===== config.mk =====
export PLATFORM = sky130hd
export DESIGN_NAME = snn_frame_sequencer
export DESIGN_NICKNAME = d
export VERILOG_FILES = /design/src/rtl/snn_frame_sequencer.sv
export SDC_FILE = /design/constraint.sdc
export NUM_CORES = 1
export LEC_CHECK = 0
export BUFFER_PORTS_ARGS = -buffer_cell sky130_fd_sc_hd__buf_2
export CORE_AREA = 2 2 327 329
export CTS_BUF_LIST = sky130_fd_sc_hd__clkbuf_4 sky130_fd_sc_hd__clkbuf_8
export DETAILED_ROUTE_END_ITERATION = 12
export DIE_AREA = 0 0 329 331
export PLACE_DENSITY = 0.44
export SYNTH_ARGS = -nofsm -noshare
export SYNTH_HDL_FRONTEND = slang
export SYNTH_SLANG_ARGS = --single-unit
export TNS_END_PERCENT = 30

===== constraint.sdc =====
create_clock -name clk -period 10 [get_ports clk]
set_input_delay 2 -clock clk [delete_from_list [all_inputs] [get_ports clk]]
set_output_delay 2 -clock clk [all_outputs]
set_load 0.02 [all_outputs]

===== src/rtl/snn_frame_sequencer.sv =====
// snn_frame_sequencer: assembles a HEIGHT-bit pixel frame from WORD-bit host
// words, launches run_network with a one-cycle start, times the fixed run
// and returns the captured class/balance through a valid/ready result port.
// Optional build macro: SNN_FRAME_SEQUENCER_DOUBLE_BUFFER_EN adds a shadow
// frame that loads the next frame while the current one runs.
module snn_frame_sequencer #(
  parameter int unsigned WIDTH  = 8,
  parameter int unsigned HEIGHT = 784,
  parameter int unsigned WORD   = 8,
  parameter int unsigned SETTLE = 2,
  localparam int unsigned BAL_W = $clog2(HEIGHT * (2**WIDTH - 1) + 1)
) (
  input  logic              clk,
  input  logic              rst,
  input  logic [WORD-1:0]   in_data,
  input  logic              in_valid,
  output logic              in_ready,
  output logic [HEIGHT-1:0] pixels,
  output logic              start,
  input  logic [1:0]        neuron_out,
  input  logic [BAL_W-1:0]  balance_out,
  output logic [1:0]        res_class,
  output logic [BAL_W-1:0]  res_balance,
  output logic              res_valid,
  input  logic              res_ready,
  output logic              busy
);

  localparam int unsigned NWORDS     = (HEIGHT + WORD - 1) / WORD;
  localparam int unsigned RUN_CYCLES = HEIGHT * (2**(WIDTH + 1) + 2);
  localparam int unsigned LAST_RUN   = RUN_CYCLES + SETTLE - 1;
  localparam int unsigned CNT_W      = $clog2(RUN_CYCLES + SETTLE);
  localparam int unsigned WC_W       = (NWORDS > 1) ? $clog2(NWORDS) : 1;
  localparam int unsigned PIX_IW     = (HEIGHT > 1) ? $clog2(HEIGHT) : 1;
  localparam int unsigned BIT_IW     = (WORD > 1) ? $clog2(WORD) : 1;

  typedef enum logic [1:0] {LOAD, START, RUN, RESULT} state_t;

  state_t              state_q, state_n;
  logic [WC_W-1:0]     word_cnt_q, word_cnt_n;
  logic [CNT_W-1:0]    run_cnt_q, run_cnt_n;
  logic [HEIGHT-1:0]   pixels_n;
  logic [1:0]          res_class_n;
  logic [BAL_W-1:0]    res_balance_n;
  logic                res_valid_n;
  logic                start_n;
  logic                busy_n;
  logic                in_ready_n;
  logic                accept;

`ifdef SNN_FRAME_SEQUENCER_DOUBLE_BUFFER_EN
  logic [HEIGHT-1:0]   shadow_q, shadow_n;
  logic [WC_W-1:0]     scnt_q, scnt_n;
  logic                sfull_q, sfull_n;
`endif

  // Write word idx into a frame: pixel p (0 = first received) lives at
  // frame[HEIGHT-1-p]; within a word the MSB is the earliest pixel, and bits
  // that fall past the last pixel are dropped.
  function automatic logic [HEIGHT-1:0] put_word(input logic [HEIGHT-1:0] frame,
                                                 input logic [WC_W-1:0]   idx,
                                                 input logic [WORD-1:0]   data);
    logic [HEIGHT-1:0] f;
    f = frame;
    for (int p = 0; p < int'(HEIGHT); p++) begin
      if (idx == WC_W'(p / int'(WORD)))
        f[PIX_IW'(int'(HEIGHT) - 1 - p)] = data[BIT_IW'(int'(WORD) - 1 - (p % int'(WORD)))];
    end
    return f;
  endfunction

  // Next-state, datapath and registered-output decode.
  always_comb begin
    state_n       = state_q;
    word_cnt_n    = word_cnt_q;
    run_cnt_n     = run_cnt_q;
    pixels_n      = pixels;
    res_class_n   = res_class;
    res_balance_n = res_balance;
    res_valid_n   = res_valid;
    accept        = in_valid & in_ready;

`ifdef SNN_FRAME_SEQUENCER_DOUBLE_BUFFER_EN
    shadow_n = shadow_q;
    scnt_n   = scnt_q;
    sfull_n  = sfull_q;
    if (accept && state_q != LOAD) begin
      shadow_n = put_word(shadow_q, scnt_q, in_data);
      if (scnt_q == WC_W'(NWORDS - 1)) begin
        scnt_n  = '0;
        sfull_n = 1'b1;
      end else begin
        scnt_n = scnt_q + WC_W'(1);
      end
    end
`endif

    case (state_q)
      LOAD: begin
        if (accept) begin
          pixels_n = put_word(pixels, word_cnt_q, in_data);
          if (word_cnt_q == WC_W'(NWORDS - 1)) begin
            word_cnt_n = '0;
            state_n    = START;
          end else begin
            word_cnt_n = word_cnt_q + WC_W'(1);
          end
        end
      end
      START: begin
        run_cnt_n = '0;
        state_n   = RUN;
      end
      RUN: begin
        if (run_cnt_q == CNT_W'(LAST_RUN)) begin
          res_class_n   = neuron_out;
          res_balance_n = balance_out;
          res_valid_n   = 1'b1;
          state_n       = RESULT;
        end else begin
          run_cnt_n = run_cnt_q + CNT_W'(1);
        end
      end
      RESULT: begin
        if (res_ready) begin
          res_valid_n = 1'b0;
          state_n     = LOAD;
`ifdef SNN_FRAME_SEQUENCER_DOUBLE_BUFFER_EN
          if (sfull_n) begin
            pixels_n = shadow_n;
            sfull_n  = 1'b0;
            state_n  = START;
          end else if (scnt_n != '0) begin
            // Hand the partial frame over so LOAD resumes at the shadow index.
            pixels_n   = shadow_n;
            word_cnt_n = scnt_n;
            scnt_n     = '0;
          end
`endif
        end
      end
    endcase

    start_n = (state_n == START);
    busy_n  = (state_n != LOAD);
`ifdef SNN_FRAME_SEQUENCER_DOUBLE_BUFFER_EN
    in_ready_n = (state_n == LOAD) || !sfull_n;
`else
    in_ready_n = (state_n == LOAD);
`endif
  end

  // State and output registers.
  always_ff @(posedge clk or posedge rst) begin
    if (rst) begin
      state_q     <= LOAD;
      word_cnt_q  <= '0;
      run_cnt_q   <= '0;
      pixels      <= '0;
      start       <= 1'b0;
      res_class   <= '0;
      res_balance <= '0;
      res_valid   <= 1'b0;
      busy        <= 1'b0;
      in_ready    <= 1'b1;
    end else begin
      state_q     <= state_n;
      word_cnt_q  <= word_cnt_n;
      run_cnt_q   <= run_cnt_n;
      pixels      <= pixels_n;
      start       <= start_n;
      res_class   <= res_class_n;
      res_balance <= res_balance_n;
      res_valid   <= res_valid_n;
      busy        <= busy_n;
      in_ready    <= in_ready_n;
    end
  end

`ifdef SNN_FRAME_SEQUENCER_DOUBLE_BUFFER_EN
  // Shadow frame registers.
  always_ff @(posedge clk or posedge rst) begin
    if (rst) begin
      shadow_q <= '0;
      scnt_q   <= '0;
      sfull_q  <= 1'b0;
    end else begin
      shadow_q <= shadow_n;
      scnt_q   <= scnt_n;
      sfull_q  <= sfull_n;
    end
  end
`endif

endmodule


==> impl_metrics.yaml <==
clock_network:
  tritoncts_clock_tree: "built"
  clock_tree_buffer_depth: 3
  clock_sink_count: 308
  clock_transition_at_the_registers_of_the_reported_paths_ns: 0.07
  clock_insertion_delay_worst_skew_ns: 0.68
  post_cts_hold_buffer_count: 0
  ctsHtreeMaxLevel: 3
  post_cts_repair_setup_buffers: 0
  cts_resized: 0
  clk_root_buffer_cell: "sky130_fd_sc_hd__clkbuf_8"
  cts_buffer_count: 66
setup_path:
  critPathCaptureType: "register"
  cp-start-kind: "input port"
  critPathKind: "input port to register"
  cp_slowest_cell: "sky130_fd_sc_hd__and2_2"
  critical_path_arrival_ns: 4.16
  crit_path_cells: "buf_2, and4bb_2, and2_2, nand2_1, mux2_1"
  timing.critical_path.fanout_max: 15
  cp.required_ns: 10.53
  max_stage_delay_ns: 0.90
place:
  placedCellCount: 3060
  place_ws_ns: 5.606
  post-dp-hpwl_mm: 34.01
  io_buffer_count: 307
  place_congestion: 0.7015
timing:
  final.setup.tns_ns: 0
  rsz0062_at_grt: "no"
  setup-violations-final: 0
  max_slew.worst_pin.slew_ns: 1.021
  tcrit_tclk_final_pct: 36.29
  timing.final.ws_setup_ns: 6.371
  hold_viol: 0
  clock-skew-final_ns: 0.05437
  maxClockFrequency_ghz: 0.2756
  drv_slew: 0
  final_period_minus_worst_setup_slack_ns: 3.629
  slew_headroom_pct: 31.94
floorplanning:
  fp.coreArea_sq_um: 105000
  initial_utilization_pct: 15.72
  chipHeight_um: 331
  placement_rows: 119
  fp.dieArea_sq_um: 108900
  die_width_um: 329
  floorplan.io_pins: 840
layout:
  syn_to_final_growth_pct: 16.19
  final_cell_mix: "sky130_fd_sc_hd__conb_1 (528), sky130_fd_sc_hd__dfrtp_1 (307), sky130_fd_sc_hd__buf_2 (304)"
  layout_commonest_cell: "sky130_fd_sc_hd__conb_1"
  utilization_pct: 18.27
  nFillCells: 11670
  final_instance_count_without_filler_cells: 3179
  finish.net_count: 1775
  drive_gt1_share_pct: 41.38
synthesis:
  ys.warnings.count: 0
  async_sr_flop_fraction_pct: 100.0
  yosys.cell_types.count: 59
  ys_seq_area_share_pct: 46.71
  ys_ff_latch: 308
  syn-instance-count: 1407
  synth_enable_flop_cells: 0
  yosys_most_used_dff: "sky130_fd_sc_hd__dfrtp_1"
  mappedNetlistArea_sq_um: 16500
  postSynthAreaPerCell_sq_um: 11.73
grt:
  grt_start_max_net_pins: 148
  global_route.usage.total_pct: 8.507
  grt_first_pass_wirelength_mm: 66.36
  grt_antenna_before_repair: 2
  first_global_vias: 9121
  grt_remaining_overflow: 0
routing:
  postRouteWirelength_mm: 48.92
  drt-wirelength-per-cell_um: 15.39
  ant_nets: 0
  vias_per_cell: 3.039
  drt_pre_antenna_iters: 4
  iteration_0_drc_markers: 280
  remaining_drc_errors: 0
  via_count: 9661
hold_path:
  hold_path.class: "register to register"
pwr:
  p_per_area_nw_per_um2: 178.3
  peakVddDrop_v: 0.00008692
  overall_power_after_layout_uw: 3419
  leakage_power_uw: 0.01082
job:
  max_cap_violations: 0
run_status:
  outcome: "complete, no violations"
==> metrics by stage <==
| stage | area (sq um) | hold slack, ns |
|---|---|---|
| detailed placement | 17630 | 0.4644 |
| finish | 19180 | 0.4719 |
| floorplan | 18490 | 0.4362 |
| global route | 19170 | 0.5045 |
| global placement | 17630 | 0.4665 |
| CTS | 19170 | 0.4745 |
==> worst max-delay path, delay by kind of cell <==
kind | cells | cell delay (ns)
simple gates | 3 | 1.67
mux | 1 | 0.39
buf+inv | 1 | 0.08
==> sequential cells by signal, indices dropped and copies added (netlist names) <==
signal,cells
busy,1
in_ready,1
pixels,256
res_balance,18
res_class,2
res_valid,1
run_cnt_q,19
start,1
state_q,2
word_cnt_q,7
==> final timing paths <==
check,startpoint,end,slack (ns),depth (start not counted)
min in group asynchronous,rst,pixels[57]$_DFFE_PP0P_,1.55,3
max,in_valid,pixels[256]$_DFFE_PP0P_,6.37,5
max in group asynchronous,rst,pixels[419]$_DFFE_PP0P_,7.07,4
max reg2reg,state_q[0]$_DFF_PP0_,pixels[256]$_DFFE_PP0P_,6.92,4
min reg2reg,run_cnt_q[10]$_DFFE_PP0P_,run_cnt_q[10]$_DFFE_PP0P_,0.47,1
min,run_cnt_q[10]$_DFFE_PP0P_,run_cnt_q[10]$_DFFE_PP0P_,0.47,1
==> routing by layer <==
| metal | vias up | global-route usage (%) | share of wire [%] |
|---|---|---|---|
| li1 | 4299 | - | - |
| met1 | 4788 | 10.05 | 39 |
| met2 | 495 | 12.80 | 45 |
| met3 | 77 | 4.605 | 12 |
| met4 | 2 | 3.454 | 3.0 |
| met5 | - | 0 | 0.025 |
==> synthesized netlist by cell type, types with 3 or more instances <==
cell type,n,area share [%]
sky130_fd_sc_hd__xnor2_1,3,0.16
sky130_fd_sc_hd__ha_1,6,0.45
sky130_fd_sc_hd__nand2_2,8,0.30
sky130_fd_sc_hd__buf_2,7,0.21
sky130_fd_sc_hd__clkbuf_1,28,0.64
sky130_fd_sc_hd__mux2_2,273,19
sky130_fd_sc_hd__mux2i_1,9,0.55
sky130_fd_sc_hd__and2_0,3,0.11
sky130_fd_sc_hd__nand2_4,10,0.68
sky130_fd_sc_hd__o21ai_0,5,0.15
sky130_fd_sc_hd__and3_1,13,0.49
sky130_fd_sc_hd__nand2_1,69,1.6
sky130_fd_sc_hd__nand3_1,13,0.39
sky130_fd_sc_hd__nor2_1,17,0.39
sky130_fd_sc_hd__nand4_1,8,0.30
sky130_fd_sc_hd__nor3_1,9,0.27
sky130_fd_sc_hd__buf_4,530,24
sky130_fd_sc_hd__a32o_1,4,0.24
sky130_fd_sc_hd__or3_1,3,0.11
sky130_fd_sc_hd__mux2_1,3,0.20
sky130_fd_sc_hd__clkbuf_2,3,0.091
sky130_fd_sc_hd__nor2_2,3,0.11
sky130_fd_sc_hd__inv_1,7,0.16
sky130_fd_sc_hd__a21oi_1,6,0.18
sky130_fd_sc_hd__and2_1,4,0.15
sky130_fd_sc_hd__dfrtp_1,307,47
sky130_fd_sc_hd__buf_6,3,0.20
sky130_fd_sc_hd__nand2b_1,6,0.23
sky130_fd_sc_hd__xor2_1,3,0.16
sky130_fd_sc_hd__and4_1,4,0.21
sky130_fd_sc_hd__buf_1,6,0.14
==> logic make-up after synthesis <==
kind of cell               synth area share (%)
buffers and inverters                     25.69
DFF                                       46.71
muxes                                     19.38
and+or+nand+nor                           6.368
AOI/OAI and AO/OA                         1.061
adders and majority gates                0.4548
xor gates and xnor gates                 0.3185
other                                   0.02272
==> where the power goes <==
| part | switching (uW) | internal [uW] |
|---|---|---|
| Combinational | 362 | 98.7 |
| Sequential | 53.3 | 1300 |
| Clock | 661 | 942 |
==> final cells by class <==
class                   instances  area (sq um)  share of cell area (%)
inverters                       8         33.78                  0.1762
diodes                          2         5.005                 0.02610
clock buffers                 101          1296                   6.760
well taps                    1391          1740                   9.076
clock inverters                16         240.2                   1.253
flip-flops and latches        308          7709                   40.20
repair buffers                313          1614                   8.417
multi-input cells            1040          6538                   34.09
(Power assumes the default switching activity.)
